$ cat src/rtl/uart_dev.sv
// uart_dev: 8N1 UART slave on the system bridge (DEV2), with TX and RX byte FIFOs.
// Optional internal loopback (CTRL[2]) is compiled in when UART_LOOPBACK_EN is defined.
//
// TX FSM
//   state    | meaning
//   TX_IDLE  | line high, waiting for TX FIFO data
//   TX_START | driving the start bit (low)
//   TX_DATA  | driving 8 data bits, LSB first
//   TX_STOP  | driving the stop bit (high); chains straight into TX_START if more data
// RX FSM
//   state    | meaning
//   RX_IDLE  | waiting for a falling edge on the synchronised line
//   RX_START | half-bit wait, then confirm the start bit is still low
//   RX_DATA  | sampling 8 data bits at bit centres, LSB first
//   RX_STOP  | sampling the stop bit; push the byte or flag a framing error
//   RX_BREAK | framing error seen, waiting for the line to return high

module uart_dev_fifo #(
   parameter int DEPTH = 8
) (
   input  logic       clk,
   input  logic       reset,
   input  logic       push,
   input  logic       pop,
   input  logic [7:0] wdata,
   output logic [7:0] rdata,
   output logic       full,
   output logic       empty
);
   localparam int          AW       = $clog2(DEPTH);
   localparam logic [AW:0] FULL_CNT = (AW+1)'(DEPTH);

   logic [7:0]    mem [DEPTH];
   logic [AW-1:0] wr_ptr;
   logic [AW-1:0] rd_ptr;
   logic [AW:0]   count;
   logic          pop_ok;
   logic          push_ok;

   assign empty   = (count == '0);
   assign full    = (count == FULL_CNT);
   assign pop_ok  = pop & ~empty;
   // a pop in the same cycle frees the slot a full FIFO needs for the push
   assign push_ok = push & (~full | pop_ok);
   assign rdata   = mem[rd_ptr];

   // pointer and occupancy bookkeeping; pointers wrap naturally at DEPTH
   always_ff @(posedge clk or negedge reset) begin
      if (!reset) begin
         wr_ptr <= '0;
         rd_ptr <= '0;
         count  <= '0;
      end else begin
         if (push_ok) wr_ptr <= wr_ptr + AW'(1);
         if (pop_ok)  rd_ptr <= rd_ptr + AW'(1);
         case ({push_ok, pop_ok})
            2'b10:   count <= count + (AW+1)'(1);
            2'b01:   count <= count - (AW+1)'(1);
            default: ;
         endcase
      end
   end

   // byte storage; contents are don't-care until written
   always_ff @(posedge clk) begin
      if (push_ok) mem[wr_ptr] <= wdata;
   end
endmodule

module uart_dev #(
   parameter int          FIFO_DEPTH  = 8,
   parameter logic [15:0] DEFAULT_DIV = 16'd16
) (
   input  logic        clk,
   input  logic        reset,
   input  logic [31:2] Addr,
   input  logic        WE,
   input  logic [31:0] Din,
   output logic [31:0] Dout,
   output logic        IRQ,
   input  logic        uart_rxd,
   output logic        uart_txd
);
   typedef enum logic [1:0] {TX_IDLE, TX_START, TX_DATA, TX_STOP} tx_state_t;
   typedef enum logic [2:0] {RX_IDLE, RX_START, RX_DATA, RX_STOP, RX_BREAK} rx_state_t;

   localparam logic [2:0] A_TXDATA  = 3'd0;
   localparam logic [2:0] A_RXDATA  = 3'd1;
   localparam logic [2:0] A_STATUS  = 3'd2;
   localparam logic [2:0] A_CTRL    = 3'd3;
   localparam logic [2:0] A_DIVISOR = 3'd4;

   logic [2:0]  reg_sel;
   logic        unused_bits;
   logic [15:0] divisor;
   logic [15:0] div_eff;
   logic        rx_ie;
   logic        txe_ie;
   logic        lb_en;
   logic        overrun;
   logic        frame_err;
   logic        status_clr;

   logic        tx_push;
   logic        tx_pop;
   logic        tx_full;
   logic        tx_empty;
   logic [7:0]  tx_head;
   logic        tx_busy;
   tx_state_t   tx_state;
   logic [15:0] tx_cnt;
   logic [15:0] tx_div;
   logic [7:0]  tx_shift;
   logic [2:0]  tx_bit;
   logic        tx_line;

   logic        rx_push;
   logic        rx_pop;
   logic        rx_full;
   logic        rx_empty;
   logic        rx_valid;
   logic        rx_overflow;
   logic        rx_frame_bad;
   logic [7:0]  rx_head;
   rx_state_t   rx_state;
   logic [15:0] rx_cnt;
   logic [15:0] rx_div;
   logic [7:0]  rx_shift;
   logic [2:0]  rx_bit;
   logic        rx_in;
   logic        rx_s1;
   logic        rx_s2;
   logic        rx_prev;

   assign reg_sel     = Addr[4:2];
   assign unused_bits = ^{Addr[31:5], Din[31:16]};
   assign div_eff     = (divisor < 16'd2) ? 16'd2 : divisor;

   assign tx_push    = WE & (reg_sel == A_TXDATA);
   assign rx_pop     = WE & (reg_sel == A_RXDATA);
   assign status_clr = WE & (reg_sel == A_STATUS);

   // control and divisor registers
   always_ff @(posedge clk or negedge reset) begin
      if (!reset) begin
         divisor <= DEFAULT_DIV;
         rx_ie   <= 1'b0;
         txe_ie  <= 1'b0;
      end else if (WE) begin
         if (reg_sel == A_CTRL) begin
            rx_ie  <= Din[0];
            txe_ie <= Din[1];
         end
         if (reg_sel == A_DIVISOR) divisor <= Din[15:0];
      end
   end

`ifdef UART_LOOPBACK_EN
   // loopback enable bit, only present in loopback builds
   always_ff @(posedge clk or negedge reset) begin
      if (!reset)                        lb_en <= 1'b0;
      else if (WE && reg_sel == A_CTRL)  lb_en <= Din[2];
   end
`else
   assign lb_en = 1'b0;
`endif

   // sticky error flags; a new event in the clearing cycle wins over the clear
   always_ff @(posedge clk or negedge reset) begin
      if (!reset) begin
         overrun   <= 1'b0;
         frame_err <= 1'b0;
      end else begin
         if (status_clr) begin
            overrun   <= 1'b0;
            frame_err <= 1'b0;
         end
         if (rx_overflow)  overrun   <= 1'b1;
         if (rx_frame_bad) frame_err <= 1'b1;
      end
   end

   uart_dev_fifo #(.DEPTH(FIFO_DEPTH)) u_tx_fifo (
      .clk   (clk),
      .reset (reset),
      .push  (tx_push),
      .pop   (tx_pop),
      .wdata (Din[7:0]),
      .rdata (tx_head),
      .full  (tx_full),
      .empty (tx_empty)
   );

   assign tx_busy = (tx_state != TX_IDLE);
   // a new frame starts from IDLE or directly at the end of a stop bit
   assign tx_pop  = ~tx_empty &
                    ((tx_state == TX_IDLE) || (tx_state == TX_STOP && tx_cnt == 16'd0));

   // transmit FSM; tx_cnt is a per-bit down-counter, terminal at zero
   always_ff @(posedge clk or negedge reset) begin
      if (!reset) begin
         tx_state <= TX_IDLE;
         tx_cnt   <= 16'd0;
         tx_div   <= 16'd0;
         tx_shift <= 8'd0;
         tx_bit   <= 3'd0;
         tx_line  <= 1'b1;
      end else begin
         case (tx_state)
            TX_IDLE: begin
               tx_line <= 1'b1;
               if (tx_pop) begin
                  tx_state <= TX_START;
                  tx_shift <= tx_head;
                  tx_div   <= div_eff;
                  tx_cnt   <= div_eff - 16'd1;
                  tx_line  <= 1'b0;
               end
            end
            TX_START: begin
               if (tx_cnt == 16'd0) begin
                  tx_state <= TX_DATA;
                  tx_cnt   <= tx_div - 16'd1;
                  tx_bit   <= 3'd0;
                  tx_line  <= tx_shift[0];
               end else begin
                  tx_cnt <= tx_cnt - 16'd1;
               end
            end
            TX_DATA: begin
               if (tx_cnt == 16'd0) begin
                  tx_cnt   <= tx_div - 16'd1;
                  tx_shift <= {1'b0, tx_shift[7:1]};
                  if (tx_bit == 3'd7) begin
                     tx_state <= TX_STOP;
                     tx_line  <= 1'b1;
                  end else begin
                     tx_bit  <= tx_bit + 3'd1;
                     tx_line <= tx_shift[1];
                  end
               end else begin
                  tx_cnt <= tx_cnt - 16'd1;
               end
            end
            TX_STOP: begin
               if (tx_cnt == 16'd0) begin
                  if (tx_pop) begin
                     tx_state <= TX_START;
                     tx_shift <= tx_head;
                     tx_div   <= div_eff;
                     tx_cnt   <= div_eff - 16'd1;
                     tx_line  <= 1'b0;
                  end else begin
                     tx_state <= TX_IDLE;
                  end
               end else begin
                  tx_cnt <= tx_cnt - 16'd1;
               end
            end
            default: tx_state <= TX_IDLE;
         endcase
      end
   end

   // in loopback the pin is parked high while the shifter feeds RX internally
   assign uart_txd = tx_line | lb_en;
   assign rx_in    = lb_en ? tx_line : uart_rxd;

   // two-flop synchroniser plus one delayed copy for falling-edge detect
   always_ff @(posedge clk or negedge reset) begin
      if (!reset) begin
         rx_s1   <= 1'b1;
         rx_s2   <= 1'b1;
         rx_prev <= 1'b1;
      end else begin
         rx_s1   <= rx_in;
         rx_s2   <= rx_s1;
         rx_prev <= rx_s2;
      end
   end

   assign rx_push      = (rx_state == RX_STOP) && (rx_cnt == 16'd0) && rx_s2;
   assign rx_frame_bad = (rx_state == RX_STOP) && (rx_cnt == 16'd0) && !rx_s2;
   assign rx_overflow  = rx_push & rx_full & ~(rx_pop & rx_valid);

   // receive FSM; samples land at bit centres via the half-bit start delay
   always_ff @(posedge clk or negedge reset) begin
      if (!reset) begin
         rx_state <= RX_IDLE;
         rx_cnt   <= 16'd0;
         rx_div   <= 16'd0;
         rx_shift <= 8'd0;
         rx_bit   <= 3'd0;
      end else begin
         case (rx_state)
            RX_IDLE: begin
               if (rx_prev && !rx_s2) begin
                  rx_state <= RX_START;
                  rx_div   <= div_eff;
                  rx_cnt   <= {1'b0, div_eff[15:1]} - 16'd1;
               end
            end
            RX_START: begin
               if (rx_cnt == 16'd0) begin
                  if (rx_s2) begin
                     rx_state <= RX_IDLE;
                  end else begin
                     rx_state <= RX_DATA;
                     rx_cnt   <= rx_div - 16'd1;
                     rx_bit   <= 3'd0;
                  end
               end else begin
                  rx_cnt <= rx_cnt - 16'd1;
               end
            end
            RX_DATA: begin
               if (rx_cnt == 16'd0) begin
                  rx_shift <= {rx_s2, rx_shift[7:1]};
                  rx_cnt   <= rx_div - 16'd1;
                  if (rx_bit == 3'd7) rx_state <= RX_STOP;
                  else                rx_bit   <= rx_bit + 3'd1;
               end else begin
                  rx_cnt <= rx_cnt - 16'd1;
               end
            end
            RX_STOP: begin
               if (rx_cnt == 16'd0) rx_state <= rx_s2 ? RX_IDLE : RX_BREAK;
               else                 rx_cnt   <= rx_cnt - 16'd1;
            end
            RX_BREAK: begin
               if (rx_s2) rx_state <= RX_IDLE;
            end
            default: rx_state <= RX_IDLE;
         endcase
      end
   end

   uart_dev_fifo #(.DEPTH(FIFO_DEPTH)) u_rx_fifo (
      .clk   (clk),
      .reset (reset),
      .push  (rx_push),
      .pop   (rx_pop),
      .wdata (rx_shift),
      .rdata (rx_head),
      .full  (rx_full),
      .empty (rx_empty)
   );

   assign rx_valid = ~rx_empty;
   assign IRQ      = (rx_ie & rx_valid) | (txe_ie & tx_empty & ~tx_busy);

   // read mux
   always_comb begin
      Dout = 32'd0;
      case (reg_sel)
         A_RXDATA:  Dout = {rx_valid, 23'd0, rx_head};
         A_STATUS:  Dout = {25'd0, frame_err, tx_busy, overrun, rx_full, rx_valid, tx_empty, tx_full};
         A_CTRL:    Dout = {29'd0, lb_en, txe_ie, rx_ie};
         A_DIVISOR: Dout = {16'd0, divisor};
         default:   Dout = 32'd0;
      endcase
   end
endmodule

$ cat config.mk
export PLATFORM = sky130hd
export DESIGN_NAME = uart_dev
export DESIGN_NICKNAME = d
export VERILOG_FILES = /design/src/rtl/uart_dev.sv
export SDC_FILE = /design/constraint.sdc
export NUM_CORES = 1
export LEC_CHECK = 0
export ABC_AREA = 1
export ABC_CLOCK_PERIOD_IN_PS = 2660
export BUFFER_PORTS_ARGS = -buffer_cell sky130_fd_sc_hd__buf_2
export CAP_MARGIN = 20
export CORE_MARGIN = 10
export CORE_UTILIZATION = 30
export CTS_BUF_LIST = sky130_fd_sc_hd__clkbuf_4 sky130_fd_sc_hd__clkbuf_8 sky130_fd_sc_hd__clkbuf_16
export CTS_CLUSTER_DIAMETER = 50
export DETAILED_ROUTE_END_ITERATION = 12
export SYNTH_ARGS = -nofsm -noshare
export SYNTH_HDL_FRONTEND = slang
export SYNTH_SLANG_ARGS = --single-unit
$ cat constraint.sdc
create_clock -name clk -period 2.66 [get_ports clk]
set_input_delay 0.266 -clock clk [delete_from_list [all_inputs] [get_ports clk]]
set_output_delay 0.266 -clock clk [all_outputs]
set_load 0.05 [all_outputs]
# == Yosys cells after proc, flatten, opt, wreduce, memory -nomap -nowiden ==
# Memories as Yosys holds them, arrays and structs flattened.
# Cells that the tools add are included.
# op_classes
bitwise,22
n_reduce_logical,37
n_eq_ne,36
n_mux,60
n_lt_le_gt_ge,1
n_addsub,16
# op_table
cell,n
2-to-1 mux 16 bit,11
case mux 32 bit (4 select lines),1
subtractor 16 x 1 -> 16 bit (second input constant),5
case mux 16 bit (4 select lines),1
case mux 16 bit (3 select lines),1
2-to-1 mux 3 bit,14
zero test 16 bit,2
case mux 16 bit (2 select lines),1
2-to-1 mux 8 bit,3
!= test 2 bit (second input constant),12
case mux 8 bit (3 select lines),1
adder 3 x 1 -> 3 bit (second input constant),6
< comparator 16 x 2 -> 1 bit (second input constant),1
case mux 4 bit (2 select lines),2
nonzero test 2 bit,8
subtractor 15 x 1 -> 16 bit (second input constant),1
case mux 3 bit (5 select lines),1
2-to-1 mux 1 bit,14
bitwise AND 1 bit,13
== test 3 x 2 -> 1 bit (second input constant),4
== test 3 bit (second input constant),4
2-to-1 mux 2 bit,6
case mux 3 bit (2 select lines),2
AND reduction 4 bit,3
25 further kinds,55
# totals
regBits,135
input_bits,66
word_cells,199
memories,2
mem_bits_rw,128
# memory_table
name,words,word_bits,rd,rd_ports_with_merged_regs,wr,line,rtl
u_rx_fifo.mem,8,8,1,0,1,33,logic [7:0] mem [DEPTH];
u_tx_fifo.mem,8,8,1,0,1,33,

# == Depth between registers and ports, before layout ==
# logic_depth
word_depth,9
mapped_depth,19

# == Hierarchy ==
# From an unflattened synthesis, not the netlist that was laid out.
# unflattened
cells_unflattened,1629
area_unflattened_um2,14063.5
# modules_own_cells
module,area_each_um2,seq_area_each_um2,instances,cells_per_inst
uart_dev,7823.8,2884.0,1,1119
uart_dev_fifo at u_rx_fifo,3121.7,2172.1,1,255
uart_dev_fifo at u_tx_fifo,3118.0,2172.1,1,255

# == Worst setup path after synthesis ==
# No wires, ideal clock.
# synth_timing
kind,input-to-reg
startpoint,input Addr[4] in the netlist's numbering
endpoint,register u_rx_fifo.count[3]
cell_stages,15
n_path_buf,0
setup_time_ps,122
required_ps,2538
slack_ps,-468
arrival_ps,3006
path_cell_list,nor3_4 > inv_1 > nor2_1 > nand2_1 > nand3_2 > nand3_1 > ha_1 > ha_1 > nand2_1 > nor2_1 > a211oi_1 > nor2_1 > nor2_1 > nand2_1 > xor2_1
# synth_via
elab_chain_len,7
elab_cells_between_ends,9
classes_between,3 x eq/ne; 1 x mux; 4 x bitwise; 1 x reduce/logical
# synth_rtl
item,line,rtl
start: declaration,76,"input logic [31:2] Addr,"
== test 3 x 1 -> 1 bit (*),140,assign rx_pop = WE & (reg_sel == A_RXDATA);
bitwise AND 1 bit (*),140,
bitwise AND 1 bit (*),42,assign pop_ok = pop & ~empty;
OR 1 bit,44,assign push_ok = push & (~full | pop_ok);
bitwise AND 1 bit,44,
== test 2 x 1 -> 1 bit / == test 2 bit (equally long branches),56,"case ({push_ok, pop_ok})"
case mux 4 bit (2 select lines) / nonzero test 2 bit (equally long branches),-,
end signal: assignment,57,2'b10: count <= count + (AW+1)'(1);
end signal: assignment,58,2'b01: count <= count - (AW+1)'(1);
end: declaration,36,logic [AW:0] count;
# Every way passes the cells marked *; elsewhere a longest branch is shown, timed or not.
# A chain may end at the register's enable or synchronous reset.

# == Final worst setup path ==
# layout_timing
startpoint,register rx_cnt[0]
endpoint,register u_rx_fifo.count[3]
# layout_via
elab_chain_len,6
elab_cells_between_ends,8
classes_between,2 x eq/ne; 1 x mux; 1 x bitwise; 4 x reduce/logical
# layout_rtl
item,line,rtl
start: declaration,126,logic [15:0] rx_cnt;
start signal: assignment,300,"rx_cnt <= {1'b0, div_eff[15:1]} - 16'd1;"
start signal: assignment,309,rx_cnt <= rx_div - 16'd1;
start signal: assignment,313,rx_cnt <= rx_cnt - 16'd1;
zero test 16 bit (*),282,assign rx_push = (rx_state == RX_STOP) && (rx_cnt == 16'd0) && rx_s2;
logical AND 1 bit (*) (2 in a row),282,
bitwise AND 1 bit (*),44,
== test 2 x 1 -> 1 bit / == test 2 bit (equally long branches),56,
case mux 4 bit (2 select lines) / nonzero test 2 bit (equally long branches),-,
# Marks and branches as above.

==> out/results.tsv <==
metric	value	unit
Setup CP Type	reg -> reg	
cells after synthesis	1555	
Num CTS Buffers	35	
Clock transition at path regs	60	ps
Root Buffer Master	clkbuf_16	
num rows	78	
clk sink count	263	
initial antenna violation count	0	
setup repair after global routing missed its margin	true	
Syn Area/Cell	8.82	µm²
CTS tree	built	
total wire length	35700	µm
Routed Antenna Nets	0	
mapped cell area	13700	µm²
status	finished, final reports clean	
count of final setup violators	0	
diodes inserted	0	
Initial Utilization	30.3	%
I/O pin total	100	
hold crit path type	in -> reg	
number of max-slew violations in the final report	0	
slew at the pin closest to its max-slew limit	723	ps
Post-synth EDFFs	128	
largest net degree at the start of global routing	63	
Syn-to-layout area delta	21.1	%
fin crit period	2560	ps
placed insts	2226	
share of cells above drive strength 1	15.6	%
LEAKAGE	7.09	nW
synth warn	0	
synth unique cells	54	
Total GRT Usage	12.9	%
Post-synth ARST share	51.3	%
Max Freq	391	MHz
PwrDens	889	nW/µm²
DRC	0	
PortBufs	41	
RePlAce Congestion	0.906	
Layout Cells excl Fill	2303	
Core ar.	45300	µm²
Final Hold Fails	0	
setup tns final	0	ps
DP Area	15100	µm²
Clock Latency Late Sink	520	ps
Detail Placement HPWL	25000	µm
largest fanout on the critical path	3	
slew margin rel.	51.4	%
gr ovfl total	0	
final instance area	16600	µm²
crit path capture type	register	
Die W	234	µm
vias per cell	4.80	
Worst VDD drop	632	µV
worst-case clock buffer depth	3	
Worst Path Arrival	2970	ps
max cap viols	0	
vias in the first global route	10742	
via count	11058	
number of synthesized register bits	263	
most common flop cell mapped by yosys	dfrtp_1	
die area	54700	µm²
Post-layout nets	1771	
final worst slack	102	ps
CP Data Required Time	3070	ps
Fin Clk Skew	32.3	ps
H-tree levels	2	
dpl ws	-134	ps
DR iter-0 viols	861	
CP Launch Type	register	
Tcrit/Tclk final	96.2	%
die height	234	µm
1st-pass router iterations	5	
post-DR wirelength/cell	15.5	µm
first-pass GRT wire length	57400	µm
Seq/Total Area, Yosys	52.7	%
==> cells in the final DEF (no fill, tap or decap), drive strengths merged, types with 27 or more instances in the layout <==
| cell type | n |
|---|---|
| a21oi | 39 |
| nor3 | 27 |
| inv | 145 |
| o21ai | 175 |
| clkbuf | 45 |
| nand2 | 317 |
| nor2 | 220 |
| buf | 131 |
| xor2 | 52 |
| edfxtp | 128 |
| dfrtp | 130 |
| nand3 | 95 |
==> sequential cells by signal (all words and copies together), names as in the netlist, 4 cells and up <==
signal and flops:
tx_shift 8, u_rx_fifo.mem 64, rx_cnt 16, tx_cnt 16
rx_shift 8, tx_div 16, rx_div 16, u_rx_fifo.count 4
u_tx_fifo.count 4, divisor 16, u_tx_fifo.mem 64
==> layout make-up <==
| cell class | instances | area (µm²) |
|---|---|---|
| Clock buffer | 45 | 976 |
| Clock inverter | 18 | 278 |
| Tap cell | 600 | 751 |
| Sequential cell | 263 | 7230 |
| Inverter | 146 | 552 |
| Multi-Input combinational cell | 1098 | 5900 |
| Timing Repair Buffer | 133 | 923 |
| Fill cell | 4614 | 28700 |
==> logic make-up (layout without fill, tap and decap cells) <==
kind of cell / count (synthesis) / in the layout / synth area share (%)
AO/OA/AOI/OAI: 291 / 291 / 12.3
XOR/XNOR: 62 / 62 / 3.96
flip-flops: 263 / 263 / 52.7
other: 1 / 15 / 0.0273
buffers and inverters: 208 / 342 / 6.30
adder cells (fa/ha/maj): 28 / 28 / 2.66
multiplexers: 13 / 13 / 0.958
AND/OR/NAND/NOR: 689 / 689 / 21.1
==> final timing paths <==
kind,from,endpoint,slack [ps],cells after the start
min reg2reg,rx_s1,rx_s2,360,0
max,rx_cnt[0],u_rx_fifo.count[3],100,16
max reg2reg,rx_cnt[0],u_rx_fifo.count[3],100,16
min,Din[8],divisor[8],20,3
max in group asynchronous,reset,tx_cnt[9],1530,3
min in group asynchronous,reset,rx_cnt[15],220,2
==> power breakdown <==
| group | total [W] | internal [W] | leakage [nW] | switching (W) |
|---|---|---|---|---|
| clock network | 0.00501 | 0.00320 | 0.624 | 0.00181 |
| logic | 0.00439 | 0.00165 | 3.70 | 0.00274 |
| registers | 0.00536 | 0.00482 | 2.77 | 0.000547 |
==> per-stage QoR <==
step	power (W)	utilization [%]	hold WS (ps)
global placement	0.00940	33.3	188
CTS	0.0146	36.1	4.92
global route	0.0157	36.7	27.4
detailed placement	0.00951	33.3	192
floorplan	0.00821	-	-29.6
finish	0.0148	36.7	19.0
==> Yosys cell counts, types with 3 or more instances <==
| master | n | share of area (%) |
|---|---|---|
| o211ai_1 | 13 | 0.71 |
| mux2i_1 | 12 | 0.88 |
| or2_2 | 10 | 0.46 |
| inv_1 | 140 | 3.8 |
| o221ai_1 | 23 | 1.5 |
| nor2_1 | 214 | 5.9 |
| nor4_1 | 3 | 0.14 |
| xnor2_1 | 10 | 0.64 |
| clkinv_1 | 3 | 0.082 |
| a211oi_1 | 3 | 0.16 |
| nand2_1 | 313 | 8.6 |
| buf_2 | 7 | 0.26 |
| o32ai_1 | 5 | 0.32 |
| nor3_1 | 22 | 0.80 |
| nand2_2 | 4 | 0.18 |
| nor2_2 | 5 | 0.23 |
| ha_1 | 26 | 2.4 |
| o21ai_0 | 153 | 5.6 |
| o21ai_1 | 21 | 0.77 |
| inv_2 | 3 | 0.082 |
| nand4_1 | 12 | 0.55 |
| nor3_2 | 4 | 0.29 |
| clkbuf_1 | 34 | 0.93 |
| nand3_1 | 94 | 3.4 |
| a21oi_1 | 39 | 1.4 |
| buf_4 | 18 | 0.99 |
| o22ai_1 | 18 | 0.82 |
| xor2_1 | 52 | 3.3 |
| edfxtp_1 | 128 | 28 |
| a31oi_1 | 4 | 0.18 |
| dfrtp_1 | 130 | 24 |
| dfstp_2 | 5 | 0.96 |
==> critical path, cell delays in order (launching register included) <==
cell,delay [ps]
dfrtp_1,390
inv_2,80
ha_4,150
nand3_4,90
nor3_4,120
nand4_1,190
nor4_4,260
nand3_2,140
ha_4,210
ha_4,230
nand2_2,50
nor2_1,40
a211oi_2,170
nor2_1,60
nor2_1,80
nand2_1,70
xor2_1,140
==> routing by layer <==
layer  vias to the layer above  GRT usage [%]  routed length [µm]
li1                       5482              -                   -
met1                      5251           17.2               16500
met2                       272           21.3               16800
met3                        53           1.98                1740
met4                         0           3.39                 674
met5                         -              0                   0
==> timing repair <==
action | 4_1_cts | 5_1_grt
buffers inserted | 0 | 12
resized for setup | 3 | 39
pin swaps | 1 | 4
gates cloned | 0 | 0
hold buffers | 2 | 0
setup endpoints to repair | 2 | 24
hold endpoints to repair | 33 | 0
Note: power is estimated with default switching activity, not from simulation.
